--- src/rtl/uart_rx_fsm.sv ---
// UART receiver: start, DATA_BITS data (LSB first), even parity, one stop.
// Samples a 2-flop synchronized line on rising edges of an oversampling tick.
module uart_rx_fsm #(
    parameter int unsigned OVERSAMPLE = 16,
    parameter int unsigned DATA_BITS  = 8
) (
    input  logic                 clk,
    input  logic                 rst,
    input  logic                 tick,
    input  logic                 rx,
    output logic [DATA_BITS-1:0] rx_data,
    output logic                 rx_valid,
    output logic                 parity_error,
    output logic                 stop_error
);

    localparam int unsigned CW = $clog2(OVERSAMPLE);
    localparam int unsigned IW = (DATA_BITS > 1) ? $clog2(DATA_BITS) : 1;
    localparam logic [CW-1:0] HALF = CW'(OVERSAMPLE / 2 - 1);
    localparam logic [CW-1:0] LAST = CW'(OVERSAMPLE - 1);
    localparam logic [IW-1:0] LAST_BIT = IW'(DATA_BITS - 1);

    typedef enum logic [2:0] {
        IDLE,
        START,
        DATA,
        PARITY,
        STOP,
        WAIT_IDLE
    } state_e;

    state_e state_q, state_d;

    logic                 rx_s1_q, rx_s2_q;
    logic                 tick_q;
    logic [CW-1:0]        cnt_q, cnt_d;
    logic [IW-1:0]        idx_q, idx_d;
    logic [DATA_BITS-1:0] shift_q, shift_d;
    logic                 perr_q, perr_d;
    logic [DATA_BITS-1:0] data_q, data_d;
    logic                 valid_q, valid_d;
    logic                 pe_q, pe_d;
    logic                 se_q, se_d;

    logic tick_ev;
    logic rx_s;

    assign tick_ev = tick & ~tick_q;
    assign rx_s    = rx_s2_q;

    always_ff @(posedge clk) begin
        if (!rst) begin
            rx_s1_q <= 1'b1;
            rx_s2_q <= 1'b1;
            tick_q  <= 1'b0;
            state_q <= IDLE;
            cnt_q   <= '0;
            idx_q   <= '0;
            shift_q <= '0;
            perr_q  <= 1'b0;
            data_q  <= '0;
            valid_q <= 1'b0;
            pe_q    <= 1'b0;
            se_q    <= 1'b0;
        end else begin
            rx_s1_q <= rx;
            rx_s2_q <= rx_s1_q;
            tick_q  <= tick;
            state_q <= state_d;
            cnt_q   <= cnt_d;
            idx_q   <= idx_d;
            shift_q <= shift_d;
            perr_q  <= perr_d;
            data_q  <= data_d;
            valid_q <= valid_d;
            pe_q    <= pe_d;
            se_q    <= se_d;
        end
    end

    always_comb begin
        state_d = state_q;
        cnt_d   = cnt_q;
        idx_d   = idx_q;
        shift_d = shift_q;
        perr_d  = perr_q;
        data_d  = data_q;
        valid_d = 1'b0;
        pe_d    = pe_q;
        se_d    = se_q;

        unique case (state_q)
            IDLE: begin
                if (tick_ev && !rx_s) begin
                    state_d = START;
                    cnt_d   = '0;
                end
            end
            START: begin
                if (tick_ev) begin
                    if (cnt_q == HALF) begin
                        cnt_d   = '0;
                        idx_d   = '0;
                        // High at mid start bit is a glitch, not a frame
                        state_d = rx_s ? IDLE : DATA;
                    end else begin
                        cnt_d = cnt_q + 1'b1;
                    end
                end
            end
            DATA: begin
                if (tick_ev) begin
                    if (cnt_q == LAST) begin
                        cnt_d   = '0;
                        shift_d = {rx_s, shift_q[DATA_BITS-1:1]};
                        if (idx_q == LAST_BIT) begin
                            state_d = PARITY;
                        end else begin
                            idx_d = idx_q + 1'b1;
                        end
                    end else begin
                        cnt_d = cnt_q + 1'b1;
                    end
                end
            end
            PARITY: begin
                if (tick_ev) begin
                    if (cnt_q == LAST) begin
                        cnt_d   = '0;
                        perr_d  = rx_s ^ (^shift_q);
                        state_d = STOP;
                    end else begin
                        cnt_d = cnt_q + 1'b1;
                    end
                end
            end
            STOP: begin
                if (tick_ev) begin
                    if (cnt_q == LAST) begin
                        cnt_d   = '0;
                        data_d  = shift_q;
                        pe_d    = perr_q;
                        se_d    = !rx_s;
                        valid_d = 1'b1;
                        state_d = rx_s ? IDLE : WAIT_IDLE;
                    end else begin
                        cnt_d = cnt_q + 1'b1;
                    end
                end
            end
            WAIT_IDLE: begin
                if (tick_ev && rx_s) begin
                    state_d = IDLE;
                end
            end
            default: begin
                state_d = IDLE;
            end
        endcase
    end

    assign rx_data      = data_q;
    assign rx_valid     = valid_q;
    assign parity_error = pe_q;
    assign stop_error   = se_q;

endmodule

--- config.mk ---
export PLATFORM = sky130hd
export DESIGN_NAME = uart_rx_fsm
export DESIGN_NICKNAME = d
export VERILOG_FILES = /design/src/rtl/uart_rx_fsm.sv
export SDC_FILE = /design/constraint.sdc
export NUM_CORES = 1
export LEC_CHECK = 0
export CORE_MARGIN = 2
export CORE_UTILIZATION = 50
export DETAILED_ROUTE_END_ITERATION = 16
export GPL_TIMING_DRIVEN = 0
export PLACE_DENSITY = 0.81
export SLEW_MARGIN = 20
export SYNTH_ARGS = -nofsm -noshare
export SYNTH_HDL_FRONTEND = slang
export SYNTH_SLANG_ARGS = --single-unit
export TNS_END_PERCENT = 1
--- constraint.sdc ---
create_clock -name clk -period 2 [get_ports clk]
set_input_delay 0.2 -clock clk [delete_from_list [all_inputs] [get_ports clk]]
set_output_delay 0.2 -clock clk [all_outputs]
set_load 0.01 [all_outputs]
==> results_tabular.tex, run 1 <==
\begin{tabular}{lr}
\hline
Metric & Value \\
\hline
\multicolumn{2}{l}{\textbf{Clock tree}} \\
\quad Clock tree root buffer cell & sky130\_fd\_sc\_hd\_\_clkbuf\_4 \\
\quad Clock tree from TritonCTS & built \\
\quad Insertion delay to the later sink of the worst-skew pair & $\sim$0.35 ns \\
\quad Count of buffers added by post-CTS timing repair for setup & 0 \\
\quad Longest Clk Path Bufs & 2 \\
\quad Number of buffers created by CTS & 5 \\
\quad Clock transition at the register clock pins on the worst setup and hold paths after CTS & between 0.1 and 0.15 ns \\
\quad Count of H-tree levels built during CTS & 2 \\
\quad \# clock sinks & 33 \\
\multicolumn{2}{l}{\textbf{Final layout}} \\
\quad Number of antenna cells inserted & 0 \\
\quad Number of inserted filler cells in the final layout & 262 \\
\quad Fraction of final layout cells with drive strength greater than 1 & 11.5\% \\
\quad Layout net count & 197 \\
\quad Final non-filler cell area & 0.00181 sq mm \\
\quad Area growth syn-to-layout & 15.3\% \\
\multicolumn{2}{l}{\textbf{Detailed routing}} \\
\quad Vias per inst & $\sim$5.2 \\
\quad TritonRoute pass-1 iters & 4 \\
\quad Number of DRC violations after detailed-routing iteration 0 & 49 \\
\quad Total DRC errors in the routed layout & 0 \\
\quad Post-Route WL & 2900 um \\
\quad Via count & 1217 \\
\quad Antenna-violating nets left & 0 \\
\quad Mean routed wirelength per cell & approximately 12 um \\
\multicolumn{2}{l}{\textbf{STA}} \\
\quad Transition time of the tightest slew-check pin & 0.458 ns \\
\quad Pins over their slew limit & 0 \\
\quad Period Utilization, post-route & roughly 94\% \\
\quad RSZ-0062 raised after global routing & no \\
\quad Fmax & approximately 0.53 GHz \\
\quad \# setup viols final & 0 \\
\quad Max-Slew Margin vs Limit & 69.5\% \\
\quad Final worst hold slack & 0.247 ns \\
\quad Clock period minus worst slack & 1.89 ns \\
\quad Final setup skew & 0.0203 ns \\
\quad Hold Fails Final Rpt & 0 \\
\quad Setup TNS Final & 0 ns \\
\multicolumn{2}{l}{\textbf{Synthesis}} \\
\quad Fraction of the mapped netlist area in compound gates & 8.07\% \\
\quad Post-Synthesis Mean Instance Area & 9.21 sq um \\
\quad Count of flip-flops with a built-in enable after synthesis & 0 \\
\quad Basic-gate share of the synthesized area counting and, or, nand and nor cells & 25.2\% \\
\quad Main synth FF type & sky130\_fd\_sc\_hd\_\_dfxtp\_1 \\
\quad Share of the yosys chip area belonging to registers & 42.2\% \\
\quad Xor and xnor area share after synthesis & slightly above 5\% \\
\quad Biggest area contributors in the synthesized netlist & sky130\_fd\_sc\_hd\_\_dfxtp\_1, sky130\_fd\_sc\_hd\_\_mux2i\_1, sky130\_fd\_sc\_hd\_\_nor2\_1 \\
\quad Number of register bits inferred by synthesis & 33 \\
\quad Async set or reset register ratio after synthesis & 0\% \\
\quad Adder-cell share of the synthesized area & 2.40\% \\
\quad Library cells used by synthesis & 40 \\
\quad Yosys warning count & 0 \\
\quad Yosys top cell area share & 42.2\% \\
\quad Netlist area before placement & between 0.0015 and 0.002 sq mm \\
\quad Fraction of synthesized area in multiplexers & 12.1\% \\
\quad Main combinational cell family by area after synthesis & simple AND/OR/NAND/NOR gates \\
\quad Synth Instances & 170 \\
\quad Library cell with the largest summed area after synthesis & sky130\_fd\_sc\_hd\_\_dfxtp\_1 \\
\quad Synthesized netlist net count & 177 \\
\multicolumn{2}{l}{\textbf{Setup path}} \\
\quad Maximum fanout count along the critical path & 5 \\
\quad Setup crit start kind & flop \\
\quad Critical Path Sink Type & flop \\
\quad Source of the critical timing path & cnt\_q[1] \\
\quad FF-to-FF setup slack & 0.11 ns \\
\quad Termination of the worst setup path & perr\_q \\
\quad Worst EP required & 2.29 ns \\
\quad FF-to-FF path depth & 7 \\
\quad Critical path class & flop to flop \\
\quad Critical Path AT & 2.18 ns \\
\quad Startpoint of the worst register-to-register path & cnt\_q[1] \\
\quad Capture instance of the worst register-to-register path & perr\_q \\
\multicolumn{2}{l}{\textbf{Floorplanning}} \\
\quad Die footprint & 0.00360 sq mm \\
\quad Overall die height & 60.0 um \\
\quad CORE AREA & 0.00303 sq mm \\
\quad Top-level I/O count & 15 \\
\quad Row Count & 20 \\
\quad Overall die width & 60.0 um \\
\quad Effective utilization at floorplan & between 50\% and 60\% \\
\multicolumn{2}{l}{\textbf{Global route}} \\
\quad Pin count of the biggest net entering global routing & 11 \\
\quad Number of global-route vias before repair & 1147 \\
\quad First-pass GRT wire length & 4920 um \\
\quad Remaining global-route overflow & 0 \\
\quad Global Route Usage Sum & 18.6\% \\
\quad Number of antenna violations at the first check in global routing & 0 \\
\multicolumn{2}{l}{\textbf{Pwr}} \\
\quad Max VDD drop & 0.000400 V \\
\quad Post-layout power & 1080 uW \\
\quad Internal power component & 815 uW \\
\quad Sw Pwr & 265 uW \\
\quad Static Leak & 0.000801 uW \\
\quad Portion of total power attributed to the clock network & 33.7\% \\
\quad Power density over the cells & about 600 mW/mm\^{}2 \\
\quad Fraction of power consumed by combinational cells & 4.8\% \\
\quad Switching share of power & 24.5\% \\
\quad Flop pwr share & 61.5\% \\
\multicolumn{2}{l}{\textbf{Run}} \\
\quad MaxCap Viol Count & 0 \\
\multicolumn{2}{l}{\textbf{Placed design}} \\
\quad Final estimated routing congestion in global placement & 0.936 \\
\quad Area after DPL & 0.00175 sq mm \\
\quad Number of buffers added on ports & 13 \\
\quad HPWL Detailed & 2090 um \\
\multicolumn{2}{l}{\textbf{Status}} \\
\quad Status & complete, no violations \\
\multicolumn{2}{l}{\textbf{Min path}} \\
\quad Type of the most critical hold path & primary input to flop \\
\hline
\end{tabular}
[repair_timing]
action / in CTS / in global routing
endpoints found under the hold margin: 0 / 0
endpoints found under the setup margin: 0 / 1
gates resized for setup: 0 / 2
hold buffers: 0 / 0
[cell usage in the layout, fill, tap and decap left out, types with 2 or more instances in the layout]
| cell | count |
|---|---|
| sky130_fd_sc_hd__clkbuf_1 | 4 |
| sky130_fd_sc_hd__clkbuf_4 | 5 |
| sky130_fd_sc_hd__mux2i_1 | 19 |
| sky130_fd_sc_hd__a21oi_1 | 7 |
| sky130_fd_sc_hd__clkinv_2 | 2 |
| sky130_fd_sc_hd__nand3_1 | 5 |
| sky130_fd_sc_hd__nor2_1 | 27 |
| sky130_fd_sc_hd__nor4_1 | 2 |
| sky130_fd_sc_hd__buf_2 | 2 |
| sky130_fd_sc_hd__o21ai_0 | 7 |
| sky130_fd_sc_hd__or3_1 | 2 |
| sky130_fd_sc_hd__buf_4 | 4 |
| sky130_fd_sc_hd__xnor2_1 | 9 |
| sky130_fd_sc_hd__nand2_1 | 13 |
| sky130_fd_sc_hd__clkdlybuf4s50_1 | 13 |
| sky130_fd_sc_hd__nor2b_1 | 2 |
| sky130_fd_sc_hd__a22oi_1 | 2 |
| sky130_fd_sc_hd__and2_1 | 4 |
| sky130_fd_sc_hd__buf_6 | 2 |
| sky130_fd_sc_hd__ha_1 | 2 |
| sky130_fd_sc_hd__nand2b_1 | 3 |
| sky130_fd_sc_hd__dfxtp_1 | 32 |
[power groups by stage]
stage	Combinational (uW)	Sequential, uW	Clock (uW)
floorplan	37.8	678	0
global placement	50.4	679	0
detailed placement	52.0	679	0
CTS	52.2	664	374
global route	58.0	665	397
finish	52.3	664	364
[Yosys cell counts, types with 2 or more instances]
library cell	instances
sky130_fd_sc_hd__buf_2	2
sky130_fd_sc_hd__a22oi_1	2
sky130_fd_sc_hd__nand2_1	13
sky130_fd_sc_hd__and2_1	4
sky130_fd_sc_hd__xnor2_1	9
sky130_fd_sc_hd__nor2_1	27
sky130_fd_sc_hd__nand3_1	5
sky130_fd_sc_hd__dfxtp_1	33
sky130_fd_sc_hd__buf_4	4
sky130_fd_sc_hd__clkbuf_1	3
sky130_fd_sc_hd__o21ai_0	7
sky130_fd_sc_hd__or3_1	2
sky130_fd_sc_hd__nor2b_1	2
sky130_fd_sc_hd__a21oi_1	7
sky130_fd_sc_hd__nand2b_1	3
sky130_fd_sc_hd__ha_1	3
sky130_fd_sc_hd__mux2i_1	19
sky130_fd_sc_hd__buf_6	2
sky130_fd_sc_hd__nor4_1	2
[sequential cells by signal, summed over array words and instances (netlist names)]
signal        cells
cnt_q             4
tick_q            1
shift_q           8
parity_error      1
idx_q             3
rx_data           8
perr_q            1
state_q           3
rx_s1_q           1
stop_error        1
rx_valid          1
rx_s              1
[cells by family after synthesis]
family / after synthesis
buf+inv: 12
simple gates: 73
xor+xnor: 9
mux: 19
flops: 33
fa+ha+maj: 3
compound gates: 21
[layer usage]
metal | track usage [%] | share of wire, % | up-vias
met2 | 30.4 | 48 | 14
met4 | 9.84 | 2.0 | 0
li1 | - | - | 626
met5 | 0 | 0 | -
met1 | 21.4 | 47 | 569
met3 | 5.84 | 2.9 | 8
[area by class of cell]
| class | count | area [sq um] | share of cell area [%] |
|---|---|---|---|
| Buffer | 11 | 73.8 | 4.09 |
| Clock buffer | 6 | 41.3 | 2.29 |
| Clock inverter | 2 | 10.0 | 0.554 |
| Inverter | 1 | 3.75 | 0.208 |
| Multi-Input combinational cell | 125 | 831 | 46.0 |
| Sequential cell | 33 | 662 | 36.6 |
| Tap cell | 44 | 55.1 | 3.05 |
| Timing Repair Buffer | 13 | 130 | 7.20 |
[worst min path at each step]
stage / start / to / slack (ns) / cells past startpoint
detailed placement: rx_s1_q / rx_s / 0.42 / 1
global route: rst / rx_s1_q / 0.27 / 2
global placement: rx_s1_q / rx_s / 0.40 / 1
floorplan: rx / rx_s1_q / 0.30 / 1
CTS: rst / rx_s1_q / 0.24 / 2
finish: rst / rx_s1_q / 0.25 / 2
[metrics by stage]
step | utilization (%) | setup slack (ns) | std cells
after floorplan | - | 0.263 | 170
after global routing | 59.7 | 0.00423 | 235
after detailed placement | 57.9 | 0.00224 | 227
after CTS | 59.5 | 0.0902 | 235
after global placement | 57.9 | 0.0492 | 227
final | 59.7 | 0.112 | 235
[critical path, cell delays in order, from the launching register on]
cell and delay, ns:
sky130_fd_sc_hd__dfxtp_1 0.38, sky130_fd_sc_hd__ha_2 0.22, sky130_fd_sc_hd__and4b_1 0.24, sky130_fd_sc_hd__and2_1 0.15, sky130_fd_sc_hd__buf_6 0.13, sky130_fd_sc_hd__nand4b_4 0.12
sky130_fd_sc_hd__or4_1 0.51, sky130_fd_sc_hd__nand3_1 0.09
Power figures use the tool's default switching activity.
==> run 2: changes to the inputs <==
- GPL_TIMING_DRIVEN: 0 -> 1
==> run 2 against run 1 <==
Against the previous run: critical path depth shrank 1; via count grew 1.9%; register-to-register slack better by 0.02 ns; clock skew decreased by 0.0068 ns; combinational power is 10% lower; worst setup slack improved by 0.021 ns; cell area decreased by 0.76%; sequential share of layout area up 0.28 points; total power down 0.81%; wire length down 3.0%; largest power group unchanged.
==> results_tabular.tex, run 2 (synthesis results as in run 1) <==
\begin{tabular}{lr}
\hline
Metric & Value \\
\hline
\multicolumn{2}{l}{\textbf{Clock tree}} \\
\quad \# clock sinks & 33 \\
\quad Number of buffers created by CTS & 5 \\
\quad Clock tree from TritonCTS & built \\
\quad Longest Clk Path Bufs & 2 \\
\quad Clock tree root buffer cell & sky130\_fd\_sc\_hd\_\_clkbuf\_4 \\
\quad Clock transition at the register clock pins on the worst setup and hold paths after CTS & 0.11 ns \\
\quad Count of H-tree levels built during CTS & 2 \\
\quad CTS Hold Buffers Added & 0 \\
\quad Insertion delay to the later sink of the worst-skew pair & about 0.34 ns \\
\multicolumn{2}{l}{\textbf{Final layout}} \\
\quad Non-filler cells in the finished layout & 232 \\
\quad Area growth syn-to-layout & 14.5\% \\
\quad Most frequent standard cell in the layout excluding fill and tap cells & sky130\_fd\_sc\_hd\_\_dfxtp\_1 \\
\quad Final non-filler cell area & 0.00179 sq mm \\
\quad Layout net count & 194 \\
\quad Final core utilization & 59.2\% \\
\quad Commonest cells after routing, fill and taps aside & sky130\_fd\_sc\_hd\_\_dfxtp\_1, sky130\_fd\_sc\_hd\_\_nor2\_1, sky130\_fd\_sc\_hd\_\_mux2i\_1 \\
\quad Fraction of final layout cells with drive strength greater than 1 & 10.6\% \\
\quad Number of antenna cells inserted & 0 \\
\multicolumn{2}{l}{\textbf{Detailed routing}} \\
\quad Mean routed wirelength per cell & roughly 12 um \\
\quad Via count & around 1.2k \\
\quad Vias per inst & approximately 5.3 \\
\quad Post-Route WL & 2810 um \\
\quad Antenna-violating nets left & 0 \\
\quad Total DRC errors in the routed layout & 0 \\
\quad TritonRoute pass-1 iters & 4 \\
\quad Number of DRC violations after detailed-routing iteration 0 & 34 \\
\multicolumn{2}{l}{\textbf{STA}} \\
\quad Final setup skew & 0.0135 ns \\
\quad Setup TNS Final & 0 ns \\
\quad Hold Fails Final Rpt & 0 \\
\quad Clock period minus worst slack & approximately 1.9 ns \\
\quad RSZ-0062 raised after global routing & no \\
\quad Pins over their slew limit & 0 \\
\quad Transition time of the tightest slew-check pin & 0.551 ns \\
\quad Fmax & about 0.54 GHz \\
\quad \# setup viols final & 0 \\
\quad Post-route worst setup slack & between 0.1 and 0.15 ns \\
\quad Period Utilization, post-route & 93.3\% \\
\quad Max-Slew Margin vs Limit & between 60 and 70\% \\
\multicolumn{2}{l}{\textbf{Global route}} \\
\quad Global Route Usage Sum & 17.5\% \\
\quad Number of global-route vias before repair & 1099 \\
\quad Remaining global-route overflow & 0 \\
\quad First-pass GRT wire length & roughly 4600 um \\
\quad Number of antenna violations at the first check in global routing & 0 \\
\quad Pin count of the biggest net entering global routing & 27 \\
\multicolumn{2}{l}{\textbf{Status}} \\
\quad Status & complete, no violations \\
\multicolumn{2}{l}{\textbf{Pwr}} \\
\quad Power density over the cells & around 600 mW/mm\^{}2 \\
\quad Static Leak & 0.000799 uW \\
\quad Switching share of power & 23.8\% \\
\quad Flop pwr share & 62.4\% \\
\quad Portion of total power attributed to the clock network & roughly a third \\
\quad Max VDD drop & around 0.00038 V \\
\quad Sw Pwr & 255 uW \\
\quad Internal power component & approximately 820 uW \\
\quad Fraction of power consumed by combinational cells & 4.4\% \\
\multicolumn{2}{l}{\textbf{Floorplanning}} \\
\quad CORE AREA & approximately 0.0030 sq mm \\
\quad Top-level I/O count & 15 \\
\quad Die footprint & between 0.003 and 0.004 sq mm \\
\quad Row Count & 20 \\
\quad Effective utilization at floorplan & 51.7\% \\
\quad Overall die width & between 50 and 60 um \\
\quad Overall die height & around 60 um \\
\multicolumn{2}{l}{\textbf{Placed design}} \\
\quad Post-Place Cells & around 220 \\
\quad Number of buffers added on ports & 14 \\
\quad Area after DPL & around 0.0017 sq mm \\
\quad Final estimated routing congestion in global placement & around 0.86 \\
\quad HPWL Detailed & 2060 um \\
\quad Post-Place Setup Slack & approximately 0.017 ns \\
\multicolumn{2}{l}{\textbf{Setup path}} \\
\quad Setup crit start kind & flop \\
\quad Critical Path AT & 2.14 ns \\
\quad Maximum fanout count along the critical path & 4 \\
\quad Critical path class & flop to flop \\
\quad Critical Path Sink Type & flop \\
\quad Worst EP required & 2.27 ns \\
\multicolumn{2}{l}{\textbf{Min path}} \\
\quad Type of the most critical hold path & flop to flop \\
\multicolumn{2}{l}{\textbf{Run}} \\
\quad MaxCap Viol Count & 0 \\
\hline
\end{tabular}
## run 2: critical path: stages, from the launching register on
cell,delay [ns]
sky130_fd_sc_hd__dfxtp_1,0.39
sky130_fd_sc_hd__ha_1,0.19
sky130_fd_sc_hd__and4b_1,0.24
sky130_fd_sc_hd__and2_1,0.24
sky130_fd_sc_hd__nand4b_4,0.15
sky130_fd_sc_hd__or4_1,0.51
sky130_fd_sc_hd__nand3_1,0.09
## run 2: path summary, 6_finish.rpt
kind,from,endpoint,slack (ns),depth (start not counted)
worst max-delay path,cnt_q[0],perr_q,0.13,6
worst max register to register,cnt_q[0],perr_q,0.13,6
worst min-delay path,rx_s1_q,rx_s,0.42,1
worst min register to register,rx_s1_q,rx_s,0.42,1
## run 2: power by group through the flow
stage,combinational [uW],clock [uW],sequential [uW]
3_5_place_dp,47.4,0,683
2_1_floorplan,37.8,0,678
3_3_place_gp,45.8,0,683
4_1_cts,47.7,366,668
6_report,47.0,356,669
5_1_grt,52.8,400,670
## run 2: final cells by class
type | instances | area [sq um]
Clock buffer | 6 | 41.3
Clock inverter | 2 | 10.0
Fill cell | 278 | 1230
Inverter | 1 | 3.75
Multi-Input combinational cell | 125 | 828
Sequential cell | 33 | 662
Tap cell | 44 | 55.1
Timing Repair Buffer | 21 | 193
## run 2: through the flow
step,hold WS [ns],total power [uW]
after global routing,0.422,1120
after detailed placement,0.397,731
final,0.421,1070
after floorplan,0.301,716
after global placement,0.394,729
after CTS,0.412,1080
## run 2: timing repair
action | CTS | global route
hold endpoints to repair | 0 | 0
gates resized for setup | 0 | 1
setup buffers | 0 | 0
endpoints found under the setup margin | 0 | 1
## run 2: routing by layer
| metal | GRT usage [%] | wire, um | up-vias |
|---|---|---|---|
| met2 | 28.4 | 1460 | 27 |
| met5 | 0 | 0 | - |
| met3 | 6.71 | 112 | 6 |
| met4 | 7.94 | 38 | 0 |
| li1 | - | - | 621 |
| met1 | 20.3 | 1200 | 586 |
==> run 3: changes to the inputs <==
- GPL_TIMING_DRIVEN: 1 -> 0
- MAX_ROUTING_LAYER: default -> met4
==> run 3 against run 2 <==
Against the previous run: cell area up 2.4%; first-iteration DRC count down 12%; flip-flop and latch count stayed put; critical endpoint unchanged; clock-buffer cell count grew 1; critical path type unchanged; worst setup slack lost 0.041 ns.
==> results_tabular.tex, run 3 (synthesis results as in run 1) <==
\begin{tabular}{lr}
\hline
Metric & Value \\
\hline
\multicolumn{2}{l}{\textbf{STA}} \\
\quad Setup TNS Final & 0 ns \\
\quad Post-route worst setup slack & 0.0923 ns \\
\quad Final setup skew & approximately 0.0038 ns \\
\quad RSZ-0062 raised after global routing & no \\
\quad Fmax & 0.524 GHz \\
\quad Hold Fails Final Rpt & 0 \\
\quad \# setup viols final & 0 \\
\quad Transition time of the tightest slew-check pin & around 0.48 ns \\
\quad Max-Slew Margin vs Limit & 68.3\% \\
\quad Pins over their slew limit & 0 \\
\quad Period Utilization, post-route & 95.4\% \\
\quad Clock period minus worst slack & 1.91 ns \\
\multicolumn{2}{l}{\textbf{Final layout}} \\
\quad Final non-filler cell area & about 0.0018 sq mm \\
\quad Fraction of final layout cells with drive strength greater than 1 & 10.5\% \\
\quad Number of inserted filler cells in the final layout & about 260 \\
\quad Number of antenna cells inserted & 0 \\
\quad Multi-input combinational cell area & 828 sq um \\
\quad Register area & 661 sq um \\
\quad Commonest cells after routing, fill and taps aside & sky130\_fd\_sc\_hd\_\_dfxtp\_1, sky130\_fd\_sc\_hd\_\_nor2\_1, sky130\_fd\_sc\_hd\_\_mux2i\_1 \\
\quad Area growth syn-to-layout & 17.3\% \\
\quad Final core utilization & 60.7\% \\
\quad Layout net count & slightly below 200 \\
\quad Most frequent standard cell in the layout excluding fill and tap cells & sky130\_fd\_sc\_hd\_\_dfxtp\_1 \\
\multicolumn{2}{l}{\textbf{Clock tree}} \\
\quad Longest Clk Path Bufs & 2 \\
\quad Gates resized, CTS repair & 0 \\
\quad Clock tree root buffer cell & sky130\_fd\_sc\_hd\_\_clkbuf\_4 \\
\quad \# clock sinks & 33 \\
\quad Insertion delay to the later sink of the worst-skew pair & 0.33 ns \\
\quad Clock transition at the register clock pins on the worst setup and hold paths after CTS & 0.10 ns \\
\quad Count of H-tree levels built during CTS & 2 \\
\quad Count of buffers added by post-CTS timing repair for setup & 0 \\
\quad CTS Hold Buffers Added & 0 \\
\quad Clock tree from TritonCTS & built \\
\quad Number of buffers created by CTS & 5 \\
\multicolumn{2}{l}{\textbf{Min path}} \\
\quad Type of the most critical hold path & primary input to flop \\
\multicolumn{2}{l}{\textbf{Floorplanning}} \\
\quad Top-level I/O count & 15 \\
\quad CORE AREA & around 0.0030 sq mm \\
\quad Overall die width & roughly 60 um \\
\quad Die footprint & 0.00360 sq mm \\
\quad Overall die height & 60.0 um \\
\quad Effective utilization at floorplan & about half \\
\quad Row Count & 20 \\
\multicolumn{2}{l}{\textbf{Placed design}} \\
\quad HPWL Detailed & between 2000 and 2500 um \\
\quad Final estimated routing congestion in global placement & between 0.9 and 1 \\
\quad Number of buffers added on ports & 13 \\
\quad Area after DPL & around 0.0018 sq mm \\
\quad Post-Place Setup Slack & approximately 0.016 ns \\
\multicolumn{2}{l}{\textbf{Detailed routing}} \\
\quad Via count & 1223 \\
\quad Mean routed wirelength per cell & 12.4 um \\
\quad Number of DRC violations after detailed-routing iteration 0 & 30 \\
\quad TritonRoute pass-1 iters & 4 \\
\quad Total DRC errors in the routed layout & 0 \\
\quad Post-Route WL & 2910 um \\
\quad Antenna-violating nets left & 0 \\
\quad Vias per inst & 5.20 \\
\multicolumn{2}{l}{\textbf{Status}} \\
\quad Status & complete, no violations \\
\multicolumn{2}{l}{\textbf{Setup path}} \\
\quad Critical Path Sink Type & flop \\
\quad Maximum fanout count along the critical path & 5 \\
\quad Cell breakdown of the critical path & ha\_1, and4b\_1, and2\_1, buf\_6, nand4b\_4, or4\_1, nand3\_1 \\
\quad Worst EP required & 2.29 ns \\
\quad Worst-path cell with the longest stage delay & sky130\_fd\_sc\_hd\_\_or4\_1 \\
\quad Critical path class & flop to flop \\
\quad FF-to-FF setup slack & 0.09 ns \\
\quad Critical Path AT & 2.19 ns \\
\quad Slowest cell delay on critical path & 0.51 ns \\
\quad Setup crit start kind & flop \\
\multicolumn{2}{l}{\textbf{Global route}} \\
\quad First-pass GRT wire length & 4720 um \\
\quad Number of antenna violations at the first check in global routing & 0 \\
\quad Global Route Usage Sum & 18.6\% \\
\quad Number of global-route vias before repair & 1089 \\
\quad Remaining global-route overflow & 0 \\
\quad Pin count of the biggest net entering global routing & 11 \\
\multicolumn{2}{l}{\textbf{Pwr}} \\
\quad Max VDD drop & 0.000493 V \\
\quad Power density over the cells & 674 mW/mm\^{}2 \\
\quad Post-layout power & 1240 uW \\
\quad Static Leak & roughly 0.0008 uW \\
\multicolumn{2}{l}{\textbf{Run}} \\
\quad MaxCap Viol Count & 0 \\
\hline
\end{tabular}
-- run 3: cell types whose count changed in the layout (fill, tap and decap cells not counted), moves of 2 or more --
cell,change
sky130_fd_sc_hd__buf_2,+2
sky130_fd_sc_hd__buf_4,-3
sky130_fd_sc_hd__buf_6,+2
sky130_fd_sc_hd__clkbuf_1,+3
sky130_fd_sc_hd__clkinv_2,-2
-- run 3: where the power goes --
part	leakage [uW]	total, uW	internal [uW]	switching (uW)
registers	0.000267	664	661	2.92
clock network	0.0000455	522	298	223
logic	0.000505	52.4	20.4	32.0
total	0.000817	1240	980	258
-- run 3: final cells by class --
| class | instances | area share (%) |
|---|---|---|
| Buffer | 11 | 4.02 |
| Clock buffer | 7 | 3.00 |
| Clock inverter | 1 | 1.63 |
| Inverter | 1 | 0.204 |
| Multi-Input combinational cell | 125 | 45.1 |
| Sequential cell | 33 | 36.0 |
| Tap cell | 44 | 3.00 |
| Timing Repair Buffer | 13 | 7.08 |
-- run 3: through the flow --
stage | hold slack (ns) | instances
3_3_place_gp | 0.398 | 227
4_1_cts | 0.237 | 235
5_1_grt | 0.252 | 235
6_report | 0.246 | 235
3_5_place_dp | 0.406 | 227
2_1_floorplan | 0.301 | 170
-- run 3: worst max-delay path: cells and delay by family, from the launching register on --
kind	cells	cell delay, ns
buffers and inverters	1	0.12
flip-flops	1	0.38
adder cells (fa/ha/maj)	1	0.24
AND/OR/NAND/NOR	5	1.12
-- run 3: routing by layer --
layer	global-route usage (%)	share of wire (%)	vias up
li1	-	-	628
met1	21.5	45	577
met2	29.2	50	12
met3	5.84	3.0	6
met4	8.89	1.8	0
met5	-	0	-
-- run 3: final timing paths --
| path | from | endpoint | cells after the start |
|---|---|---|---|
| worst max-delay path | cnt_q[0] | perr_q | 7 |
| worst min-delay path | rst | rx_s | 2 |
| worst max register to register | cnt_q[0] | perr_q | 7 |
| worst min register to register | rx_s1_q | rx_s | 1 |
